==> src/rtl/cache_pkg.sv <==
// Shared definitions for the cache flush walker: FSM state encoding and
// the helper that locates the last way of a set.
package cache_pkg;

   typedef enum logic [2:0] {
      ST_IDLE  = 3'd0,
      ST_READ  = 3'd1,
      ST_CHECK = 3'd2,
      ST_WB    = 3'd3,
      ST_CLEAR = 3'd4,
      ST_DONE  = 3'd5
   } flush_state_t;

   // Index of the highest way; its bit in the one-hot way marks the set carry.
   function automatic int last_way(input int ways);
      return ways - 1;
   endfunction

endpackage

==> src/rtl/flush_ctr.sv <==
// Set/way walk counter. The way is one-hot and rotates left on every
// advance. Leaving the top way carries into the set index. The set index
// wraps naturally because NUMLINES is a power of two.
module flush_ctr
   import cache_pkg::*;
#(
   parameter int NUMWAYS  = 4,
   parameter int NUMLINES = 128,
   parameter int SETLEN   = 7
) (
   input  logic               clk,
   input  logic               reset,
   input  logic               advance,
   output logic [SETLEN-1:0]  FlushAdr,
   output logic [NUMWAYS-1:0] FlushWay,
   output logic               LastLine
);

   localparam int                LASTWAY = last_way(NUMWAYS);
   localparam logic [SETLEN-1:0] LASTSET = SETLEN'(NUMLINES - 1);

   logic way_wrap;

   assign way_wrap = FlushWay[LASTWAY];
   assign LastLine = way_wrap & (FlushAdr == LASTSET);

   // Step way-major within a set; the set index moves only on the way wrap.
   always_ff @(posedge clk) begin
      if (reset) begin
         FlushAdr <= '0;
         FlushWay <= NUMWAYS'(1);
      end else if (advance) begin
         FlushWay <= {FlushWay[NUMWAYS-2:0], FlushWay[LASTWAY]};
         if (way_wrap) FlushAdr <= FlushAdr + 1'b1;
      end
   end

endmodule

==> src/rtl/cache_flush_walker.sv <==
// Flush sequencer. On a flush request it visits every (set, way). Each
// dirty line is written back and then has its dirty bit cleared. The
// pipeline is stalled for the whole walk, and a single FlushDone pulse
// marks the end. All outputs are decoded from the registered state, so
// no request input reaches a bus or array control combinationally.
module cache_flush_walker
   import cache_pkg::*;
#(
   parameter int NUMWAYS  = 4,
   parameter int NUMLINES = 128,
   parameter int SETLEN   = 7
) (
   input  logic               clk,
   input  logic               reset,
   input  logic               FlushCache,
   input  logic               FlushStage,
   input  logic               LineDirty,
   input  logic               CacheBusAck,
   output logic [SETLEN-1:0]  FlushAdr,
   output logic [NUMWAYS-1:0] FlushWay,
   output logic               FlushActive,
   output logic               CacheWriteLine,
   output logic               ClearDirty,
   output logic               FlushStall,
   output logic               FlushDone
);

   flush_state_t state, next_state;
   logic         advance;
   logic         last_line;

   // Step past a line once it is known clean, or once its dirty bit is cleared.
   assign advance = ((state == ST_CHECK) & ~LineDirty) | (state == ST_CLEAR);

   flush_ctr #(
      .NUMWAYS  (NUMWAYS),
      .NUMLINES (NUMLINES),
      .SETLEN   (SETLEN)
   ) u_ctr (
      .clk      (clk),
      .reset    (reset),
      .advance  (advance),
      .FlushAdr (FlushAdr),
      .FlushWay (FlushWay),
      .LastLine (last_line)
   );

   // State register; reset abandons any walk or writeback in flight.
   always_ff @(posedge clk) begin
      if (reset) state <= ST_IDLE;
      else       state <= next_state;
   end

   // Walk sequencing. FlushStage gates only the start of a walk.
   always_comb begin
      next_state = state;
      case (state)
         ST_IDLE:  if (FlushCache & ~FlushStage) next_state = ST_READ;
         ST_READ:  next_state = ST_CHECK;
         ST_CHECK: begin
            if (LineDirty)      next_state = ST_WB;
            else if (last_line) next_state = ST_DONE;
            else                next_state = ST_READ;
         end
         ST_WB:    if (CacheBusAck) next_state = ST_CLEAR;
         ST_CLEAR: next_state = last_line ? ST_DONE : ST_READ;
         ST_DONE:  next_state = ST_IDLE;
         default:  next_state = ST_IDLE;
      endcase
   end

   assign FlushActive    = (state == ST_READ) | (state == ST_CHECK) |
                           (state == ST_WB)   | (state == ST_CLEAR);
   assign FlushStall     = FlushActive;
   assign CacheWriteLine = (state == ST_WB);
   assign ClearDirty     = (state == ST_CLEAR);
   assign FlushDone      = (state == ST_DONE);

endmodule

==> config.mk <==
export PLATFORM = sky130hd
export DESIGN_NAME = cache_flush_walker
export DESIGN_NICKNAME = d
export VERILOG_FILES = /design/src/rtl/cache_pkg.sv /design/src/rtl/flush_ctr.sv /design/src/rtl/cache_flush_walker.sv
export SDC_FILE = /design/constraint.sdc
export NUM_CORES = 1
export LEC_CHECK = 0
export BUFFER_PORTS_ARGS = -buffer_cell sky130_fd_sc_hd__buf_2
export CAP_MARGIN = 20
export CORE_MARGIN = 1.5
export CORE_UTILIZATION = 48
export DETAILED_ROUTE_END_ITERATION = 6
export PLACE_DENSITY_LB_ADDON = 0.2
export SYNTH_ARGS = -nofsm -noshare
export SYNTH_HDL_FRONTEND = slang
export SYNTH_SLANG_ARGS = --single-unit
==> constraint.sdc <==
create_clock -name clk -period 1.65 [get_ports clk]
set_clock_uncertainty 0.05 [all_clocks]
set_input_delay 0.33 -clock clk [delete_from_list [all_inputs] [get_ports clk]]
set_output_delay 0.33 -clock clk [all_outputs]
set_load 0.005 [all_outputs]
==> run metrics, run 1 <==
worst slew pin tran=0.410 ns; initial antenna violation count=0; H-tree lvl count=1; Max Freq=640 MHz; Remaining DRCs=0; Chip Height=41.9 um; total I/O pin count=22; total negative slack=0 ns; Clock Path Buffers=2; status=complete, no violations; Finished Cell Area=875 sq um; CTS tree=built; Congestion Overflow GR=0; first-pass GRT wire length=2340 um; Synth warnings=0; die area=1750 sq um; slowest CP cell=dfxtp_1; drt first-iter violations=26; Final Hold Fails=0; Mapped Nets=84; share of layout cells above drive strength 1=34.7%; setup violators final=0; row cnt=13; critical path startpoint category=flip-flop; drt pass-1 iters=4; Initial Util=53.7%; Final period util=94.6%; Num Clock Sinks=14; critical setup path kind=flip-flop to output port; mean post-synth cell area=9.41 sq um; Slew headroom=72.6%; clk slew on worst S/H paths=0.09 ns; RSZ-0062 raised after global routing=false; crit path time final=1.56 ns; critical path cell sequence=nor2b_4, nor2b_1, buf_2; die span in x=41.9 um; top post-synthesis cells by count=14 x dfxtp_1, 12 x nor2_1, 6 x xor2_1; sequential share of the synthesized area=38.7%; Critical Path Sink Type=output port; largest net degree at the start of global routing=15; Post-Synthesis Cells=77; Via-to-Cell Ratio=5.46; diode count=0; vias in the first global route=550; Worst Hold Class=primary input to flip-flop; vias post-DR=617; Num CTS Buffers=3; FFs w/ async S/R, synth=0%; placed cell area=828 sq um; CTS Root Cell=clkbuf_4; area grow syn2layout=20.7%; dominant cell by count in the synthesized netlist=dfxtp_1; post-DP HPWL=975 um; crit-path max cell delay=0.35 ns; Tot Pwr=650 uW; hold_buf cts=0; worst-skew pair later-pin latency=0.28 ns; CP Max Fanout=9; Crit path required time=1.27 ns; gr usage total=17.1%; Max Cap Violations=0; Port Buffers=21; synthesis-stage register bit count=14; wire length per cell=12.4 um; post-detailed-route count of antenna-violating nets=0; Slew Viols, Final=0; leakage=0.450 nW; Synth top area share=38.7%; Core Area=1350 sq um; biggest area consumer among synthesized cells=dfxtp_1; Worst Slack Setup Final=0.0884 ns; Area contributors post-synth=dfxtp_1 39%, xor2_1 7.3%, nor2_1 6.2%; post-place setup slack=0.0586 ns; Main synth FF type=dfxtp_1; number of synthesized flops with an enable pin=0; PD cells=744 nW/um^2; peak supply drop=0.000457 V; synthesized cell area=724 sq um; CP arrival=1.18 ns; Synth cell types=31; Post-Route WL=1400 um; net total in the final layout=106; GPL Wtd Cong=0.727
==> kinds of logic after synthesis <==
kind of cell	count (synthesis)	synth area share [%]
muxes	4	5.53
adders and majority gates	1	1.73
buffers and inverters	9	6.39
and+or+nand+nor	27	21.4
DFF	14	38.7
AOI/OAI and AO/OA	15	17.8
xor gates and xnor gates	7	8.46
==> power breakdown <==
part / leakage [nW] / total [mW] / switching (mW) / internal [mW]
Clock: 0.0210 / 0.247 / 0.113 / 0.134
Combinational: 0.315 / 0.0509 / 0.0254 / 0.0255
Sequential: 0.114 / 0.353 / 0.00937 / 0.343
==> area by class of cell <==
type / count / area (sq um)
fillers: 123 / 475
multi-input cells: 54 / 405
flip-flops and latches: 14 / 283
repair buffers: 23 / 120
clock buffers: 4 / 36.3
well taps: 15 / 18.8
inverters: 3 / 11.3
==> path summary, 6_finish.rpt <==
path	startpoint	end	slack (ns)	cells past startpoint
max	state[2]$_SDFFE_PP0P_	ClearDirty	0.09	3
min	CacheBusAck	state[1]$_SDFFE_PP0P_	0.29	3
max reg2reg	state[2]$_SDFFE_PP0P_	state[2]$_SDFFE_PP0P_	0.17	5
min reg2reg	u_ctr.FlushWay[0]$_SDFFE_PP1P_	u_ctr.FlushWay[0]$_SDFFE_PP1P_	0.46	2
==> metrics by stage <==
stage,hold slack (ns),cells,utilization (%)
final,0.292,113,64.8
after global routing,0.335,113,64.8
after CTS,0.296,113,64.6
after detailed placement,0.442,109,61.4
after global placement,0.427,109,61.4
after floorplan,0.357,77,-
==> registers in the layout (all words and copies together), names as in the netlist <==
signal / count
u_ctr.FlushAdr: 7
u_ctr.FlushWay: 4
state: 3
==> what timing repair did <==
action                     CTS  global route
gates resized for setup      2             2
setup buffers                0             0
setup endpoints to repair    2             4
==> layout by cell type (no fill, tap or decap), types with 2 or more instances in the layout <==
cell	Yosys	final
nor2b_1	3	2
dfxtp_1	14	12
inv_1	3	3
nand2_1	2	2
xor2_1	6	6
mux2i_1	4	4
and3_1	3	3
o211ai_1	4	4
a211oi_1	2	2
buf_2	1	21
and4b_1	2	2
clkbuf_4	0	3
dfxtp_2	0	2
nor2_1	12	12
buf_4	1	2
==> worst max-delay path: cells and delay by family, from the launching register on <==
kind	cells	cell delay, ns
DFF	1	0.35
and+or+nand+nor	2	0.43
buffers and inverters	1	0.11
==> metal layers <==
layer / up-vias / part of all wire, % / global-route usage [%]
li1: 313 / - / -
met1: 285 / 50 / 22.8
met2: 15 / 43 / 25.6
met3: 4 / 4.6 / 3.91
met4: 0 / 1.6 / 8.39
met5: - / 0 / 0
No activity file was read; power rests on OpenSTA's default activity.
==> run 2: changes to the inputs <==
Settings changed: BUFFER_PORTS_ARGS -buffer_cell sky130_fd_sc_hd__buf_2 to not set, CORE_AREA set to 2 2 39 41, CORE_MARGIN 1.5 to not set, CORE_UTILIZATION 48 to not set, DIE_AREA set to 0 0 41 43, DONT_BUFFER_PORTS set to 1.
==> run 2 against run 1 <==
Net effect: power down 3.9%; global-route usage up 0.72 points; register-to-register slack better by 0.07 ns; hold slack worse by 0.24 ns; combinational power down 44%; die area up 0.66%; critical path type unchanged; critical endpoint unchanged.
==> run metrics, run 2 (synthesized netlist as in run 1, its figures left out) <==
status=complete, no violations; critical setup path kind=flip-flop to output port; drt pass-1 iters=4; Chip Height=43 um; row cnt=14; Congestion Overflow GR=0; top flop regs=u_ctr.FlushAdr (7), u_ctr.FlushWay (4), state (3); diode count=0; vias post-DR=506; Reg-to-Reg End=state[2]$_SDFFE_PP0P_; die area=1760 sq um; Max Freq=646 MHz; net total in the final layout=84; Num CTS Buffers=3; post-DP HPWL=891 um; die span in x=41 um; Via-to-Cell Ratio=5.50; Crit path required time=1.27 ns; RSZ-0062 raised after global routing=false; Hold Path Depth=1; Port Buffers=0; PD cells=820 nW/um^2; vias in the first global route=475; Worst Slack Setup Final=0.103 ns; share of layout cells above drive strength 1=17.1%; crit path time final=1.55 ns; initial antenna violation count=0; first-pass GRT wire length=2090 um; Final Hold Fails=0; layout filler cell count=116; Clock Path Buffers=2; max FFs per register=7; Slew headroom=73.4%; CTS Root Cell=clkbuf_4; CTS tree=built; worst setup path end=ClearDirty; FF+latch area=287 sq um; most common cell after layout, fill and taps aside=nor2_1; largest net degree at the start of global routing=15; Post-Route WL=1200 um; Max Cap Violations=0; multi-input logic area=400 sq um; drt first-iter violations=13; CP arrival=1.17 ns; R2R cell count=4; clk slew on worst S/H paths=0.08 ns; leakage=0.341 nW; post-place setup slack=0.154 ns; hold_buf cts=0; crit-path max cell delay=0.41 ns; worst slew pin tran=0.399 ns; Critical Path Source=state[2]$_SDFFE_PP0P_; Initial Util=52.4%; flop2flop setup slack=0.24 ns; peak supply drop=0.000412 V; Tot Pwr=625 uW; area grow syn2layout=5.18%; Remaining DRCs=0; total I/O pin count=22; FF-to-FF Start=state[1]$_SDFFE_PP0P_; slowest CP cell=dfxtp_4; worst-skew pair later-pin latency=0.28 ns; Critical Path Sink Type=output port; most frequent cells in the layout=12 x nor2_1, 11 x dfxtp_1, 6 x xor2_1; CP Max Fanout=9; Biggest register=u_ctr.FlushAdr; Worst Hold Class=primary input to flip-flop; Slew Viols, Final=0; Core Area=1380 sq um; total negative slack=0 ns; critical path startpoint category=flip-flop; H-tree lvl count=1; critical path cell sequence=nor2b_1, buf_4, nor2b_2; gr usage total=17.8%; wire length per cell=13.0 um; GPL Wtd Cong=0.721; post-detailed-route count of antenna-violating nets=0; Final period util=93.7%; setup violators final=0; Num Clock Sinks=14
-- run 2: repair_timing --
action / CTS / global route
gates resized for setup: 1 / 4
setup endpoints to repair: 2 / 6
pin swaps: 0 / 0
setup buffers: 0 / 0
-- run 2: report_power, final --
group	leakage [nW]	internal, mW	switching [mW]	total (mW)
sequential	0.115	0.342	0.0108	0.352
clock	0.0210	0.134	0.109	0.244
combinational	0.205	0.0152	0.0135	0.0287
-- run 2: per-layer routing --
layer	global-route usage, %	wire length [um]	vias to the layer above
li1	-	-	267
met1	25.6	596	218
met2	20.9	486	16
met3	6.81	80	5
met4	12.0	34	0
met5	0	0	-
-- run 2: final cells by class --
class                           count  share of cell area (%)
Clock buffer                        4                    4.76
Tap cell                           16                    2.63
Multi-Input combinational cell     54                    52.5
Timing Repair Buffer                1                   0.985
Inverter                            3                    1.48
Sequential cell                    14                    37.6
-- run 2: how the worst min path moves through the flow --
stage	from	end	slack (ns)
after global placement	reset	u_ctr.FlushAdr[2]$_SDFFE_PP0P_	0.35
final	reset	state[1]$_SDFFE_PP0P_	0.06
after floorplan	reset	state[1]$_SDFFE_PP0P_	0.36
after CTS	reset	u_ctr.FlushWay[1]$_SDFFE_PP0P_	0.05
after global routing	reset	u_ctr.FlushWay[1]$_SDFFE_PP0P_	0.04
after detailed placement	reset	u_ctr.FlushAdr[3]$_SDFFE_PP0P_	0.36
-- run 2: critical path: cells and delay by family (launching register included) --
kind                   cells  cell delay [ns]
buffers and inverters      1             0.18
flip-flops                 1             0.41
AND/OR/NAND/NOR            2             0.30
-- run 2: metrics by stage --
step / hold WS [ns] / cells / util, % / area (sq um)
2_1_floorplan: 0.357 / 77 / - / 724
3_3_place_gp: 0.354 / 88 / 51.8 / 717
3_5_place_dp: 0.356 / 88 / 51.8 / 717
4_1_cts: 0.0523 / 92 / 54.5 / 754
5_1_grt: 0.0367 / 92 / 55.1 / 762
6_report: 0.0570 / 92 / 55.1 / 762
==> run 3: changes to the inputs <==
--- a/config.mk
+++ b/config.mk
@@ -13,2 +13,3 @@
 export PLACE_DENSITY_LB_ADDON = 0.2
+export SKIP_LAST_GASP = 1
 export SYNTH_ARGS = -nofsm -noshare
==> constraint.sdc (replaced) <==
create_clock -name clk -period 1.65 [get_ports clk]
set_clock_uncertainty 0.05 [all_clocks]
set_input_delay 0.0825 -clock clk [delete_from_list [all_inputs] [get_ports clk]]
set_output_delay 0.0825 -clock clk [all_outputs]
set_load 0.005 [all_outputs]
==> run 3 against run 2 <==
Net effect: worst setup slack better by 0.068 ns; power up 2.0%; sequential share of layout area down 1.7 points; core utilization up 1.6 points; design area up 3.0%; largest cell class unchanged; largest power group unchanged; via count up 2.4%.
==> run metrics, run 3 (synthesized netlist as in run 1, its figures left out) <==
CP delay by family, top=flip-flops; die area=1760 sq um; top flop regs=u_ctr.FlushAdr (7), u_ctr.FlushWay (4), state (3); peak supply drop=0.000448 V; Port Buffers=0; Post-Layout Cell Count=95; post-detailed-route count of antenna-violating nets=0; post-DP HPWL=891 um; Max Cap Violations=0; diode count=0; # Post-CTS Setup Buffers=0; status=complete, no violations; CP arrival=1.35 ns; worst-skew pair later-pin latency=0.28 ns; slowest CP cell=dfxtp_1; Critical Path Sink Type=output port; area grow syn2layout=8.29%; worst hold slack=0.0679 ns; total I/O pin count=22; PD cells=812 nW/um^2; share of layout cells above drive strength 1=12.7%; worst slew pin tran=0.471 ns; Tot Pwr=637 uW; die span in x=41 um; leakage=0.352 nW; first-pass GRT wire length=2160 um; Congestion Overflow GR=0; vias in the first global route=493; Final period util=89.6%; CP Max Fanout=9; most frequent cells in the layout=13 x dfxtp_1, 12 x nor2_1, 6 x xor2_1; layout filler cell count=115; CTS tree=built; setup violators final=0; max FFs per register=7; Clock Path Buffers=2; critical path startpoint category=flip-flop; row cnt=14; Slew headroom=68.5%; Slew Viols, Final=0; crit-path max cell delay=0.54 ns; post-placement cell count=88; Initial Util=52.4%; Chip Height=43 um; net total in the final layout=87; critical setup path kind=flip-flop to output port; most common cell after layout, fill and taps aside=dfxtp_1; Num CTS Buffers=3; H-tree lvl count=1; Remaining DRCs=0; CTS Root Cell=clkbuf_4; crit path time final=1.48 ns; wire length per cell=12.8 um; Worst Hold Class=primary input to flip-flop; Crit path required time=1.52 ns; placed cell area=717 sq um; Num Clock Sinks=14; clk slew on worst S/H paths=0.09 ns; largest net degree at the start of global routing=15; Biggest register=u_ctr.FlushAdr; Core Area=1380 sq um; Final Hold Fails=0; drt pass-1 iters=3; Finished Cell Area=785 sq um; drt first-iter violations=10; critical path cell sequence=nor2b_1, buf_4, nor2b_1; Post-Route WL=1220 um; CP dominant cell by count=nor2b_1; Via-to-Cell Ratio=5.45; RSZ-0062 raised after global routing=false; GPL Wtd Cong=0.721; total negative slack=0 ns; crit path buf inv count=1; initial antenna violation count=0; Max Freq=676 MHz; vias post-DR=518; gr usage total=18.4%
## run 3: cell count changes in the layout (fill, tap and decap cells not counted)
cell           delta
nor2b_2           -1
dfxtp_2           -1
dfxtp_1           +2
dlygate4sd3_1     +3
nor2b_1           +1
dfxtp_4           -1
## run 3: worst paths after layout
path	start	to	slack [ns]	depth (start not counted)
max	state[2]$_SDFFE_PP0P_	ClearDirty	0.17	3
min	CacheBusAck	state[0]$_SDFFE_PP0P_	0.07	3
max reg2reg	state[2]$_SDFFE_PP0P_	state[2]$_SDFFE_PP0P_	0.22	5
min reg2reg	u_ctr.FlushWay[0]$_SDFFE_PP1P_	u_ctr.FlushWay[0]$_SDFFE_PP1P_	0.47	2
## run 3: what timing repair did
item	CTS	global route
gates resized for setup	0	1
hold buffers	3	0
endpoints found under the setup margin	0	3
endpoints found under the hold margin	14	0
## run 3: area by class of cell
cell class                      count  area (sq um)  area share [%]
Clock buffer                        4          36.3            4.63
Multi-Input combinational cell     54           398            50.7
Tap cell                           16          20.0            2.55
Sequential cell                    14           282            35.9
Timing Repair Buffer                4          37.5            4.78
Inverter                            3          11.3            1.44
## run 3: layer usage
metal | GRT usage (%) | part of all wire, %
met1 | 26.9 | 50
met2 | 21.9 | 41
met3 | 6.28 | 5.8
met4 | 12.0 | 2.8
met5 | 0 | 0
## run 3: power breakdown
group	switching, mW	internal [mW]	total (mW)	leakage [nW]
Sequential	0.0106	0.343	0.353	0.114
Combinational	0.0190	0.0198	0.0388	0.217
Clock	0.111	0.134	0.245	0.0210
Total	0.140	0.497	0.637	0.352
## run 3: worst min-delay path, stage by stage
cell and delay, ns:
inv_1 0.03, a21boi_0 0.16, a2111oi_0 0.08
## run 3: metrics by stage
stage | setup slack [ns] | util, %
6_report | 0.171 | 56.7
5_1_grt | 0.0470 | 56.7
4_1_cts | 0.141 | 56.6
3_5_place_dp | 0.154 | 51.8
3_3_place_gp | 0.221 | 51.8
2_1_floorplan | 0.314 | -
